==> src/rtl/uart_column_scheduler.sv <==
// Round-robin scheduler that shares one UART column transmitter between two
// matrix producers, snapshotting the winner and stepping through its columns.
module uart_column_scheduler #(
  parameter int CYCLES_PER_COLUMN = 88,
  parameter int GAP_CYCLES        = 4,
  parameter int NUM_COLUMNS       = 4
) (
  input  logic                uart_column_scheduler_clock,
  input  logic                uart_column_scheduler_reset_active_low,
  input  logic                req_0,
  input  logic                req_1,
  input  logic [127:0]        btint_a_0,
  input  logic [127:0]        btint_a_1,
  input  logic [127:0]        btint_b_0,
  input  logic [127:0]        btint_b_1,
  input  logic [31:0]         overflow_0,
  input  logic [31:0]         overflow_1,
  output logic                grant_0,
  output logic                grant_1,
  output logic                done_0,
  output logic                done_1,
  output logic                busy,
  output logic                transmitter_reset_active_low,
  output logic [127:0]        transmitter_input_btint_a,
  output logic [127:0]        transmitter_input_btint_b,
  output logic [31:0]         transmitter_input_overflow,
  output logic signed [31:0]  transmitter_column
);

  localparam int CNT_W = (CYCLES_PER_COLUMN > 2) ? $clog2(CYCLES_PER_COLUMN) : 1;
  localparam int COL_W = (NUM_COLUMNS > 2) ? $clog2(NUM_COLUMNS) : 1;
  localparam int GAP_W = (GAP_CYCLES > 2) ? $clog2(GAP_CYCLES) : 1;
  localparam logic [CNT_W-1:0] CNT_LAST = CNT_W'(CYCLES_PER_COLUMN - 1);
  localparam logic [COL_W-1:0] COL_LAST = COL_W'(NUM_COLUMNS - 1);
  localparam logic [GAP_W-1:0] GAP_LAST = GAP_W'(GAP_CYCLES - 1);

  typedef enum logic [1:0] {IDLE, SEND, DONE, GAP} state_t;

  state_t             state_q;
  logic [CNT_W-1:0]   cnt_q;
  logic [COL_W-1:0]   col_q;
  logic [GAP_W-1:0]   gap_q;
  logic               owner_q;
  logic               rr_favour_q;
  logic               pick_1;

  // On a tie the favoured requester wins; otherwise whichever is asking.
  always_comb begin
    pick_1 = req_1;
    if (req_0 && req_1) pick_1 = rr_favour_q;
  end

  assign transmitter_column = signed'({{(32-COL_W){1'b0}}, col_q});

  always_ff @(posedge uart_column_scheduler_clock or negedge uart_column_scheduler_reset_active_low) begin
    if (!uart_column_scheduler_reset_active_low) begin
      state_q                      <= IDLE;
      cnt_q                        <= '0;
      col_q                        <= '0;
      gap_q                        <= '0;
      owner_q                      <= 1'b0;
      rr_favour_q                  <= 1'b0;
      grant_0                      <= 1'b0;
      grant_1                      <= 1'b0;
      done_0                       <= 1'b0;
      done_1                       <= 1'b0;
      busy                         <= 1'b0;
      transmitter_reset_active_low <= 1'b0;
      transmitter_input_btint_a    <= '0;
      transmitter_input_btint_b    <= '0;
      transmitter_input_overflow   <= '0;
    end else begin
      grant_0 <= 1'b0;
      grant_1 <= 1'b0;
      done_0  <= 1'b0;
      done_1  <= 1'b0;
      case (state_q)
        IDLE: begin
          if (req_0 || req_1) begin
            transmitter_input_btint_a    <= pick_1 ? btint_a_1  : btint_a_0;
            transmitter_input_btint_b    <= pick_1 ? btint_b_1  : btint_b_0;
            transmitter_input_overflow   <= pick_1 ? overflow_1 : overflow_0;
            grant_0                      <= ~pick_1;
            grant_1                      <= pick_1;
            owner_q                      <= pick_1;
            cnt_q                        <= '0;
            col_q                        <= '0;
            transmitter_reset_active_low <= 1'b1;
            busy                         <= 1'b1;
            state_q                      <= SEND;
          end
        end
        SEND: begin
          if (cnt_q == CNT_LAST) begin
            cnt_q <= '0;
            if (col_q == COL_LAST) begin
              done_0                       <= ~owner_q;
              done_1                       <= owner_q;
              transmitter_reset_active_low <= 1'b0;
              col_q                        <= '0;
              state_q                      <= DONE;
            end else begin
              col_q <= col_q + COL_W'(1);
            end
          end else begin
            cnt_q <= cnt_q + CNT_W'(1);
          end
        end
        DONE: begin
          rr_favour_q <= ~owner_q;
          gap_q       <= '0;
          state_q     <= GAP;
        end
        GAP: begin
          if (gap_q == GAP_LAST) begin
            busy    <= 1'b0;
            state_q <= IDLE;
          end else begin
            gap_q <= gap_q + GAP_W'(1);
          end
        end
        default: state_q <= IDLE;
      endcase
    end
  end

endmodule

==> config.mk <==
export PLATFORM = sky130hd
export DESIGN_NAME = uart_column_scheduler
export DESIGN_NICKNAME = d
export VERILOG_FILES = /design/src/rtl/uart_column_scheduler.sv
export SDC_FILE = /design/constraint.sdc
export NUM_CORES = 1
export LEC_CHECK = 0
export ABC_AREA = 1
export CAP_MARGIN = 30
export CELL_PAD_IN_SITES_DETAIL_PLACEMENT = 2
export CELL_PAD_IN_SITES_GLOBAL_PLACEMENT = 2
export CORE_AREA = 2 2 353 355
export CTS_CLUSTER_DIAMETER = 120
export DETAILED_ROUTE_END_ITERATION = 10
export DIE_AREA = 0 0 355 357
export PLACE_DENSITY = 0.55
export SYNTH_ARGS = -nofsm -noshare
export SYNTH_HDL_FRONTEND = slang
export SYNTH_SLANG_ARGS = --single-unit
==> constraint.sdc <==
create_clock -name uart_column_scheduler_clock -period 1.6 [get_ports uart_column_scheduler_clock]
set_input_delay 0.32 -clock uart_column_scheduler_clock [delete_from_list [all_inputs] [get_ports uart_column_scheduler_clock]]
set_output_delay 0.32 -clock uart_column_scheduler_clock [all_outputs]
set_load 0.005 [all_outputs]
==> results of run 1 <==
## critical path, stage by stage, from the launching register on
cell     delay, ps
dfrtp_1        390
inv_2           80
ha_4           190
o21ai_4        100
nor2_4         180
buf_12         160
buf_16         150
buf_12         140
buf_12         140
nand2_2         60
nand3_2         60
## report_power, final
group | leakage, uW | internal (uW) | switching [uW]
clock network | 0.000690 | 5770 | 4120
logic | 0.00989 | 14900 | 14700
registers | 0.00379 | 11700 | 2590
## cell usage in the layout, fill, tap and decap left out, drive strengths merged
cell type,netlist,routed
conb,1,30
dlygate4sd2,0,150
nor2,66,66
a21oi,4,4
clkdlybuf4s15,0,8
bufbuf,0,5
o21ai,112,112
clkdlybuf4s50,0,578
nor3,2,2
nand4,1,1
clkinv,0,6
diode,0,6
bufinv,0,1
clkbuf,25,85
o21bai,2,2
or2,1,1
dlygate4sd3,0,1
inv,18,18
nand2,807,807
buf,105,348
clkinvlp,0,1
nand3,245,245
dfrtp,309,309
ha,7,7
## layout make-up
cell class | count | share of cell area [%]
Tap cell | 1637 | 6.745
Clock inverter | 8 | 0.2637
Timing Repair Buffer | 1110 | 38.99
Sequential cell | 309 | 25.49
Clock buffer | 65 | 4.314
Antenna cell | 6 | 0.04945
Inverter | 18 | 0.2431
Multi-Input combinational cell | 1277 | 23.90
## stage by stage
step / hold WS [ps] / TNS (ps) / setup WS (ps) / instances / area (um2)
finish: 193.7 / -26250 / -168.1 / 4430 / 30370
global route: 170.7 / -58710 / -248.0 / 4427 / 30360
CTS: 142.8 / -39040 / -190.7 / 4392 / 28090
detailed placement: 211.3 / -147770 / -584.0 / 4239 / 25350
global placement: 213.7 / -137370 / -532.6 / 4239 / 25350
floorplan: 24.41 / 0 / 79.50 / 1734 / 13850
## flip-flops by register name (all words and copies together) (netlist names), 2 cells and up
register / cells
state_q: 2
transmitter_input_overflow: 32
transmitter_input_btint_a: 128
cnt_q: 7
col_q: 2
gap_q: 2
transmitter_input_btint_b: 128
## what timing repair did
item	in CTS	in global routing
gates resized for setup	890	533
gates cloned	37	22
pin swaps	19	57
setup endpoints to repair	591	454
buffers inserted	43	28
hold buffers	1	0
hold endpoints to repair	180	0
## kinds of logic after synthesis
family / Yosys count / synth area share [%]
buffers and inverters: 148 / 5.583
and+or+nand+nor: 1122 / 33.02
other: 1 / 0.02730
adders and majority gates: 7 / 0.6376
AOI/OAI and AO/OA: 118 / 4.445
DFF: 309 / 56.29
## worst paths after layout
| kind | from | endpoint | slack (ps) | cells past startpoint |
|---|---|---|---|---|
| max in group asynchronous | uart_column_scheduler_reset_active_low | cnt_q[1] | 620 | 4 |
| min | uart_column_scheduler_reset_active_low | transmitter_input_btint_b[26] | 190 | 2 |
| min in group uart_column_scheduler_clock | btint_b_0[121] | transmitter_input_btint_b[121] | 270 | 3 |
| max | state_q[0] | transmitter_input_btint_b[57] | -170 | 10 |
| max reg2reg | state_q[0] | transmitter_input_btint_b[57] | -170 | 10 |
| min reg2reg | transmitter_input_btint_a[94] | transmitter_input_btint_a[94] | 480 | 2 |
## layer usage
| layer | global-route usage [%] | wire, um |
|---|---|---|
| met1 | 16.19 | 37620 |
| met2 | 26.32 | 52070 |
| met5 | 0 | 32 |
| met4 | 4.178 | 2206 |
| met3 | 4.893 | 7781 |
==> results by group, run 1 <==
Run status
  – Status: finished, violations left
  – Failing checks: setup timing

GRT
  – Total track usage: ~15%
  – First-pass GRT wire length: 133.5 mm
  – Antenna violations before repair: 8
  – Total gr overflow: 0
  – Largest net degree at the start of global routing: 63
  – Vias in the first global route: 17730

Power and ir drop
  – Tot Pwr: 53710 uW
  – PwrDens: 1769 mW/mm2
  – P_leak: roughly 0.014 uW
  – VDD IR max: ~0.64 mV

Clock tree
  – CTS Buf Count: 44
  – CTS root buf: clkbuf_16
  – CTS clk-pin slew, worst paths: approximately 60 ps
  – Max clock buf depth: 3
  – Clock latency on the worst-skew pair: ~600 ps
  – CTS tree: yes
  – Clock Sinks: 309
  – CTS H-tree lvls: 2

Route
  – Routed vias: 16180
  – Initial DRT Pass Iterations: 4
  – DRT iter0 DRCs: 602
  – Via/cell ratio: 3.651
  – DRC viols: 0
  – Routed WL per cell: about 23 um
  – Antenna Nets Post-Route: 0
  – DRT Wirelength: 99.71 mm

Timing
  – Achievable Freq: between 500 and 600 MHz
  – Fin crit period: roughly 1800 ps
  – Final Hold Viols: 0
  – Final Slew Violations: 0
  – Setup ws final: -168.1 ps
  – Slew HR: approximately two thirds
  – Final setup fails: 300
  – Worst Tran Pin Value: around 500 ps
  – Clk_skew: roughly 40 ps
  – Tcrit/Tclk final: 110.5%
  – RSZ-0062 raised after global routing: true

Logic synthesis
  – Post-synth EDFFs: 0
  – Area leader, netlist: dfrtp_1
  – Syn_area_per_cell: ~8.1 um2
  – Ys async rst share: between 90% and 100%
  – Cell Area, Synth: approximately 0.014 mm2
  – Most instantiated library cell after synthesis: nand2_1
  – Synth warnings: 0
  – Largest cells by area after synthesis: dfrtp_1 56%, nand2_1 22%, nand3_1 8.9%
  – Yosys cell types: 22
  – Synth top area share: between 50% and 60%
  – Leading register cell type out of synthesis: dfrtp_1
  – Cells after Synth: about 1700
  – Post-synth top cells: 807 x nand2_1, 309 x dfrtp_1, 245 x nand3_1
  – Seq cells post-synth: between 300 and 400
  – Post-synthesis sequential area ratio: 56.29%

Floorplan
  – I/O pins: 906
  – Die width: approximately 360 um
  – Rows: 129
  – Core area: 0.1230 mm2
  – Die Area: around 0.13 mm2
  – Initial Util: about 11%
  – Die Ht: 357 um

Finish
  – FF/Latch Area: 0.007740 mm2
  – Share of cells above drive strength 1: 29.82%
  – Fill count: 13910
  – Area of the multi-input gates: 0.007258 mm2
  – Layout area overhead: 121.0%
  – Final Util: 24.69%
  – Nets@finish: 3347

Placement
  – RD Place Congestion: 0.7882
  – Dpl hpwl: 70.56 mm
  – IO Port Bufs: 875

Job
  – Max-cap viol count: 0

Critical path
  – Critical path required time: 2120 ps
  – Crit path max fanout: 8
  – Data arrival, critical path: 2290 ps
  – Crit Path Category: reg -> reg
  – Worst Setup Start Kind: flip-flop
  – CP endpoint kind: flip-flop

Hold path
  – Min-delay worst type: in -> async
Note: power is estimated with default switching activity, not from simulation.
==> inputs of run 2 (changes only) <==
--- a/config.mk
+++ b/config.mk
@@ -11,9 +11,11 @@
 export CELL_PAD_IN_SITES_GLOBAL_PLACEMENT = 2
 export CORE_AREA = 2 2 353 355
 export CTS_CLUSTER_DIAMETER = 120
+export CTS_CLUSTER_SIZE = 20
 export DETAILED_ROUTE_END_ITERATION = 10
 export DIE_AREA = 0 0 355 357
-export PLACE_DENSITY = 0.55
+export DONT_BUFFER_PORTS = 1
+export PLACE_DENSITY = 0.36
 export SYNTH_ARGS = -nofsm -noshare
 export SYNTH_HDL_FRONTEND = slang
 export SYNTH_SLANG_ARGS = --single-unit
==> run 2 against run 1 <==
The run ends with hold timing, setup timing left. Worst hold slack worse by 760 ps. First-iteration DRC count increased by 18%. Non-clock buffer count shrank 408. Fmax is 5.2% higher. Die area unchanged. Via count shrank 9.3%. Largest power group unchanged.
==> results by group, run 2 (synthesis gave the netlist of run 1 again) <==
Run status
  – Status: finished, violations left
  – Failing checks: hold timing, setup timing

Timing
  – Setup TNS Final: -5106 ps (+21140 ps)
  – RSZ-0062 raised after global routing: true
  – Fin crit period: 1680 ps (-88.19 ps)
  – Final setup fails: 166 (-45%)
  – Hold_ws: -569.6 ps (-763.3 ps)
  – Final Hold Viols: 309 (+309)
  – Clk_skew: 14.78 ps (-25.11 ps)
  – Final Slew Violations: 0 (unchanged)
  – Slew HR: 48.65% (-18 points)
  – Worst Tran Pin Value: 770.3 ps (+267.8 ps)
  – Tcrit/Tclk final: 105.0% (-5.5 points)
  – Setup ws final: -79.93 ps (+88.19 ps)
  – Achievable Freq: 595.3 MHz (+5.2%)

Critical path
  – CP Launch Point: state_q[0]
  – FF-to-FF Start: state_q[0]
  – Crit Path Category: reg -> reg
  – CP delay by family, top: buffers and inverters
  – Cells along the critical path: inv_2 > ha_4 > o21ai_4 > nor2_4 > buf_12 > clkbuf_16 > clkbuf_16 > nand2_1 > nand3_1
  – RR Endpoint: transmitter_input_btint_b[31]
  – CP endpoint kind: flip-flop
  – Data arrival, critical path: 2210 ps (-80 ps)
  – Slack of the worst reg-to-reg path: -80 ps (+90 ps)
  – Critical path required time: 2130 ps (about the same)
  – Largest stage delay, worst path: 410 ps (+20 ps)
  – Max stage delay cell, worst path: dfrtp_1
  – Buf/Inv on CP: 4 (-1)
  – CP dominant cell by count: clkbuf_16
  – Worst Setup Start Kind: flip-flop
  – Path depth of the worst reg2reg path: 9 (-1)
  – Crit path max fanout: 6 (-2)

Floorplan
  – Core area: 0.1230 mm2 (unchanged)
  – Initial Util: 11.17% (unchanged)
  – Die Area: 0.1267 mm2 (unchanged)
  – Rows: 129 (unchanged)
  – Die width: 355 um (unchanged)
  – Die Ht: 357 um (unchanged)
  – I/O pins: 906 (unchanged)

Finish
  – Nets@finish: 2915 (-13%)
  – Finished Cell Area: 0.02405 mm2 (-21%)
  – Fill count: 14100 (+1.4%)
  – Most frequent cells in the layout: 751 x nand2_1, 576 x dlygate4sd3_1, 307 x dfrtp_1
  – Share of cells above drive strength 1: 11.73% (-18 points)
  – Most common cell after layout, fill and taps aside: nand2_1
  – Layout area overhead: 75.11%
  – Largest registers: transmitter_input_btint_a (128), transmitter_input_btint_b (128), transmitter_input_overflow (32)
  – Final non-filler cell total: 3979 (-10%)

Route
  – Initial DRT Pass Iterations: 4 (unchanged)
  – Met2 WL: 43.95 mm (-16%)
  – Metal-1 WL: 30.76 mm (-18%)
  – Max Used Layer: met4
  – Antenna Nets Post-Route: 0 (unchanged)
  – Via/cell ratio: 3.688 (+0.99%)
  – Routed wire length on met3: 7.186 mm (-7.6%)
  – DRT Wirelength: 84.42 mm (-15%)
  – DRC viols: 0 (unchanged)
  – Routed vias: 14670 (-9.3%)
  – DRT iter0 DRCs: 710 (+18%)
  – Routed WL per cell: 21.22 um (-5.7%)

Placement
  – Post-DP Area: 0.01611 mm2 (-36%)
  – Dpl hpwl: 54.99 mm (-22%)
  – Placed insts: 3325 (-22%)
  – IO Port Bufs: 0 (-100%)
  – RD Place Congestion: 0.8149 (+3.4%)

GRT
  – First-pass GRT wire length: 116.2 mm (-13%)
  – Antenna violations before repair: 7 (-1)
  – Vias in the first global route: 17050 (-3.8%)
  – Largest net degree at the start of global routing: 310 (+390%)
  – Total track usage: 12.06% (-2.5 points)
  – Total gr overflow: 0 (unchanged)

Clock tree
  – CTS Buf Count: 20 (-55%)
  – CTS clk-pin slew, worst paths: 100 ps (+40 ps)
  – CTS tree: yes
  – Clock Sinks: 309 (unchanged)
  – Max clock buf depth: 3 (unchanged)
  – Clock latency on the worst-skew pair: 590 ps (-20 ps)
  – CTS H-tree lvls: 1 (-1)
  – CTS root buf: clkbuf_16
  – # hold bufs at CTS: 576 (+575)

Power and ir drop
  – Tot Pwr: 38590 uW (-28%)
  – P_leak: 0.01056 uW (-27%)
  – VDD IR max: 0.6165 mV (-3.8%)
  – PwrDens: 1604 mW/mm2 (-9.3%)

Job
  – Max-cap viol count: 0 (unchanged)

Hold path
  – Min-delay worst type: in -> async
-- run 2: cell count changes in the layout (fill, tap and decap cells not counted), moves of 86 or more --
cell             before  now
nand2_4             116   19
buf_2               125    0
nand2_1             607  751
nand3_1             111  197
clkdlybuf4s50_1     578    0
dlygate4sd2_1       150    0
nand3_2             134   48
dlygate4sd3_1         1  576
-- run 2: area by class of cell --
cell class | count | area [um2] | share of cell area [%]
well taps | 1637 | 2048 | 8.515
repair buffers | 702 | 7689 | 31.96
multi-input cells | 1277 | 5857 | 24.35
inverters | 18 | 67.56 | 0.2809
diodes | 6 | 15.01 | 0.06242
flip-flops and latches | 309 | 7735 | 32.16
clock inverters | 6 | 86.33 | 0.3589
clock buffers | 24 | 556.8 | 2.315
-- run 2: how the worst max path moves through the flow --
stage                                           endpoint  cells past startpoint
final                      transmitter_input_btint_b[31]                      9
after detailed placement   transmitter_input_btint_b[31]                      8
after global routing       transmitter_input_btint_b[31]                      9
after CTS                  transmitter_input_btint_b[14]                      9
after global placement     transmitter_input_btint_b[31]                      8
after floorplan           transmitter_input_btint_a[103]                      8
-- run 2: what timing repair did --
action,in CTS,in global routing
pin swaps,8,4
buffers inserted,10,8
hold endpoints to repair,597,309
endpoints found under the setup margin,301,299
gates resized for setup,64,132
gates cloned,8,16
-- run 2: per-stage QoR --
step                      hold WS [ps]  util, %  setup slack, ps
final                           -569.6    19.56           -79.93
after global routing            -628.5    19.56           -196.3
after CTS                       -644.5    18.77           -90.20
after detailed placement         33.21    13.10           -341.4
after global placement           32.96    13.10           -319.1
after floorplan                  24.41        -            79.50
-- run 2: power breakdown --
group,leakage (uW),switching (uW),internal (uW)
Combinational,0.00645,8950,7460
Clock,0.000315,3300,2820
Sequential,0.00379,4440,11600
Total,0.0106,16700,21900
-- run 2: layer usage --
metal,GRT usage (%),vias to the layer above
li1,-,6614
met5,0,-
met3,4.026,102
met2,22.36,618
met1,12.66,7339
met4,4.178,0
-- run 2: worst reg2reg max path, stage by stage, from the launching register on --
cell,delay [ps]
dfrtp_1,410
inv_2,90
ha_4,160
o21ai_4,80
nor2_4,190
buf_12,180
clkbuf_16,210
clkbuf_16,180
nand2_1,70
nand3_1,60
==> inputs of run 3 (changes only) <==
--- a/config.mk
+++ b/config.mk
@@ -10,7 +10,7 @@
 export CELL_PAD_IN_SITES_DETAIL_PLACEMENT = 2
 export CELL_PAD_IN_SITES_GLOBAL_PLACEMENT = 2
 export CORE_AREA = 2 2 353 355
-export CTS_CLUSTER_DIAMETER = 120
+export CTS_CLUSTER_DIAMETER = 60
 export CTS_CLUSTER_SIZE = 20
 export DETAILED_ROUTE_END_ITERATION = 10
 export DIE_AREA = 0 0 355 357
==> constraint.sdc (replaced) <==
create_clock -name uart_column_scheduler_clock -period 1.5 [get_ports uart_column_scheduler_clock]
set_input_delay 0.3 -clock uart_column_scheduler_clock [delete_from_list [all_inputs] [get_ports uart_column_scheduler_clock]]
set_output_delay 0.3 -clock uart_column_scheduler_clock [all_outputs]
set_load 0.005 [all_outputs]
==> run 3 against run 2 <==
The flow still finishes with violations (hold timing, setup timing). Sequential cell count unchanged. Sequential share of layout area fell by 2.4 points. Non-clock buffer count increased by 28. Wire length is 2.4% higher. Clock skew rose by 8.5 ps. Worst hold slack got worse by 50 ps. Critical path depth rose by 1. Critical path type unchanged. Count of clock-buffer cells in the layout up 44. Setup slack got worse by 140 ps.
==> results by group, run 3 (synthesis gave the netlist of run 1 again) <==
Finish
  – Share of cells above drive strength 1: 16.89% (+5.2 points)
  – Most common cell after layout, fill and taps aside: nand2_1
  – Area of the multi-input gates: 0.006102 mm2 (+4.2%)
  – Largest registers: transmitter_input_btint_a (128), transmitter_input_btint_b (128), transmitter_input_overflow (32)
  – Most frequent cells in the layout: 739 x nand2_1, 576 x dlygate4sd3_1, 309 x dfrtp_1
  – Final Util: 21.11% (+1.6 points)
  – FF/Latch Area: 0.007732 mm2 (about the same)
  – Layout area overhead: 89.02%
  – Nets@finish: 2977 (+2.1%)
  – Fill count: 13970 (-0.94%)

Critical path
  – FF-to-FF Start: state_q[0]
  – Critical path required time: 1960 ps (-170 ps)
  – Data arrival, critical path: 2180 ps (-30 ps)
  – Worst Setup Start Kind: flip-flop
  – Path depth of the worst reg2reg path: 10 (+1)
  – Crit Path Category: reg -> reg
  – Worst setup path end: transmitter_input_btint_b[104]
  – RR Endpoint: transmitter_input_btint_b[104]
  – Crit path max fanout: 6 (unchanged)
  – CP endpoint kind: flip-flop
  – Slack of the worst reg-to-reg path: -220 ps (-140 ps)
  – CP Launch Point: state_q[0]

Clock tree
  – CTS H-tree lvls: 2 (+1)
  – # hold bufs at CTS: 576 (unchanged)
  – CTS tree: yes
  – CTS root buf: clkbuf_16
  – CTS clk-pin slew, worst paths: 60 ps (-40 ps)
  – Max clock buf depth: 3 (unchanged)
  – CTS Buf Count: 54 (+170%)
  – Clock latency on the worst-skew pair: 620 ps (+30 ps)
  – Clock Sinks: 309 (unchanged)

Placement
  – Dpl hpwl: 54.55 mm (-0.79%)
  – RD Place Congestion: 0.8066 (-1.0%)
  – IO Port Bufs: 0 (unchanged)

Route
  – DRT iter0 DRCs: 541 (-24%)
  – Initial DRT Pass Iterations: 4 (unchanged)
  – Routed vias: 15010 (+2.3%)
  – DRT Wirelength: 86.46 mm (+2.4%)
  – Antenna Nets Post-Route: 0 (unchanged)
  – Via/cell ratio: 3.683 (-0.12%)
  – Routed WL per cell: 21.22 um (about the same)
  – DRC viols: 0 (unchanged)

Power and ir drop
  – Switching power share of the total: 40.08% (-3.2 points)
  – Clock power share: 26.5% (+11 points)
  – PwrDens: 1907 mW/mm2 (+19%)
  – Design internal power: 29670 uW (+35%)
  – Tot Pwr: 49520 uW (+28%)
  – Switch Pwr: 19850 uW (+19%)
  – Gate power share: 38.8% (-3.7 points)
  – P_leak: 0.01156 uW (+9.5%)
  – VDD IR max: 0.8261 mV (+34%)
  – Sequential power share: 34.7% (-6.9 points)

Timing
  – Final Slew Violations: 0 (unchanged)
  – Setup ws final: -222.1 ps (-142.1 ps)
  – Final setup fails: 297 (+79%)
  – Fin crit period: 1722 ps (+42.14 ps)
  – Slew HR: 31.03% (-18 points)
  – Setup TNS Final: -39680 ps (-34570 ps)
  – RSZ-0062 raised after global routing: true
  – Tcrit/Tclk final: 114.8% (+9.8 points)
  – Clk_skew: 23.24 ps (+8.469 ps)
  – Hold_ws: -619.8 ps (-50.20 ps)
  – Final Hold Viols: 309 (unchanged)
  – Worst Tran Pin Value: 1035 ps (+264.3 ps)
  – Achievable Freq: 580.7 MHz (-2.4%)

GRT
  – Antenna violations before repair: 8 (+1)
  – Vias in the first global route: 17470 (+2.4%)
  – Total track usage: 12.29% (+0.23 points)
  – Total gr overflow: 0 (unchanged)
  – Largest net degree at the start of global routing: 310 (unchanged)
  – First-pass GRT wire length: 117.9 mm (+1.4%)

Hold path
  – Min-delay worst type: in -> async

Floorplan
  – Rows: 129 (unchanged)
  – Initial Util: 11.17% (unchanged)
  – Die Area: 0.1267 mm2 (unchanged)
  – Die Ht: 357 um (unchanged)
  – Die width: 355 um (unchanged)
  – I/O pins: 906 (unchanged)
  – Core area: 0.1230 mm2 (unchanged)

Run status
  – Status: finished, violations left
  – Failing checks: hold timing, setup timing

Job
  – Max-cap viol count: 0 (unchanged)
==> run 3: cell types whose count changed in the layout (fill, tap and decap cells not counted), moves of 8 or more <==
| cell | previous run | this run |
|---|---|---|
| o21ai_0 | 109 | 55 |
| clkbuf_16 | 35 | 70 |
| o21ai_1 | 1 | 33 |
| o21ai_2 | 0 | 22 |
| nand2_4 | 19 | 39 |
| buf_4 | 46 | 60 |
| buf_12 | 15 | 28 |
| nand2_1 | 751 | 739 |
| clkinv_2 | 2 | 13 |
| clkbuf_8 | 2 | 11 |
| nand2_2 | 37 | 29 |
==> run 3: power groups by stage <==
stage	registers (uW)	logic, uW	clock network (uW)
after floorplan	14900	7950	0
after global placement	17400	12300	0
after detailed placement	17300	12800	0
after CTS	17300	16000	13700
after global routing	17700	21300	13900
final	17200	19200	13100
==> run 3: final cells by class <==
type                       instances  share of cell area, %
antenna                            4                0.03855
clock buffer                      68                  5.913
clock inverter                    31                  1.364
inverter                          18                 0.2843
multi-input combinational       1277                  23.50
sequential                       309                  29.78
tap                             1637                  7.888
timing repair buffer             730                  31.23
==> run 3: worst max-delay path, stage by stage, from the launching register on <==
cell	delay (ps)
dfrtp_1	370
inv_2	60
ha_4	180
o21ai_4	110
nor2_4	60
buf_12	150
buf_12	130
buf_16	150
buf_8	150
nand2_1	70
nand3_1	120
==> run 3: how the worst min path moves through the flow <==
stage                                                 startpoint                            end  slack, ps
after floorplan           uart_column_scheduler_reset_active_low                           busy          4
after global placement    uart_column_scheduler_reset_active_low  transmitter_input_btint_b[67]         10
after detailed placement  uart_column_scheduler_reset_active_low  transmitter_input_btint_b[66]         10
after CTS                 uart_column_scheduler_reset_active_low  transmitter_input_btint_b[67]       -690
after global routing      uart_column_scheduler_reset_active_low  transmitter_input_btint_a[32]       -670
final                     uart_column_scheduler_reset_active_low  transmitter_input_btint_a[32]       -620
==> run 3: layer usage <==
layer | GRT usage (%) | share of wire (%)
met1 | 12.82 | 37
met2 | 22.63 | 52
met3 | 4.342 | 8.1
met4 | 4.398 | 3.4
met5 | 0 | 0.029
==> run 3: what timing repair did <==
| item | 4_1_cts | 5_1_grt |
|---|---|---|
| hold endpoints to repair | 597 | 309 |
| pin swaps | 4 | 13 |
| gates cloned | 9 | 19 |
| setup buffers | 21 | 12 |
| setup endpoints to repair | 310 | 307 |
| gates resized for setup | 54 | 275 |
==> run 3: through the flow <==
stage / worst slack (ps) / cells / cell area [um2]
after global placement: -365.0 / 3335 / 16240
final: -222.1 / 4074 / 25960
after global routing: -315.3 / 4074 / 25960
after CTS: -245.2 / 4039 / 24550
after detailed placement: -414.2 / 3335 / 16240
after floorplan: 7.969 / 1734 / 13850
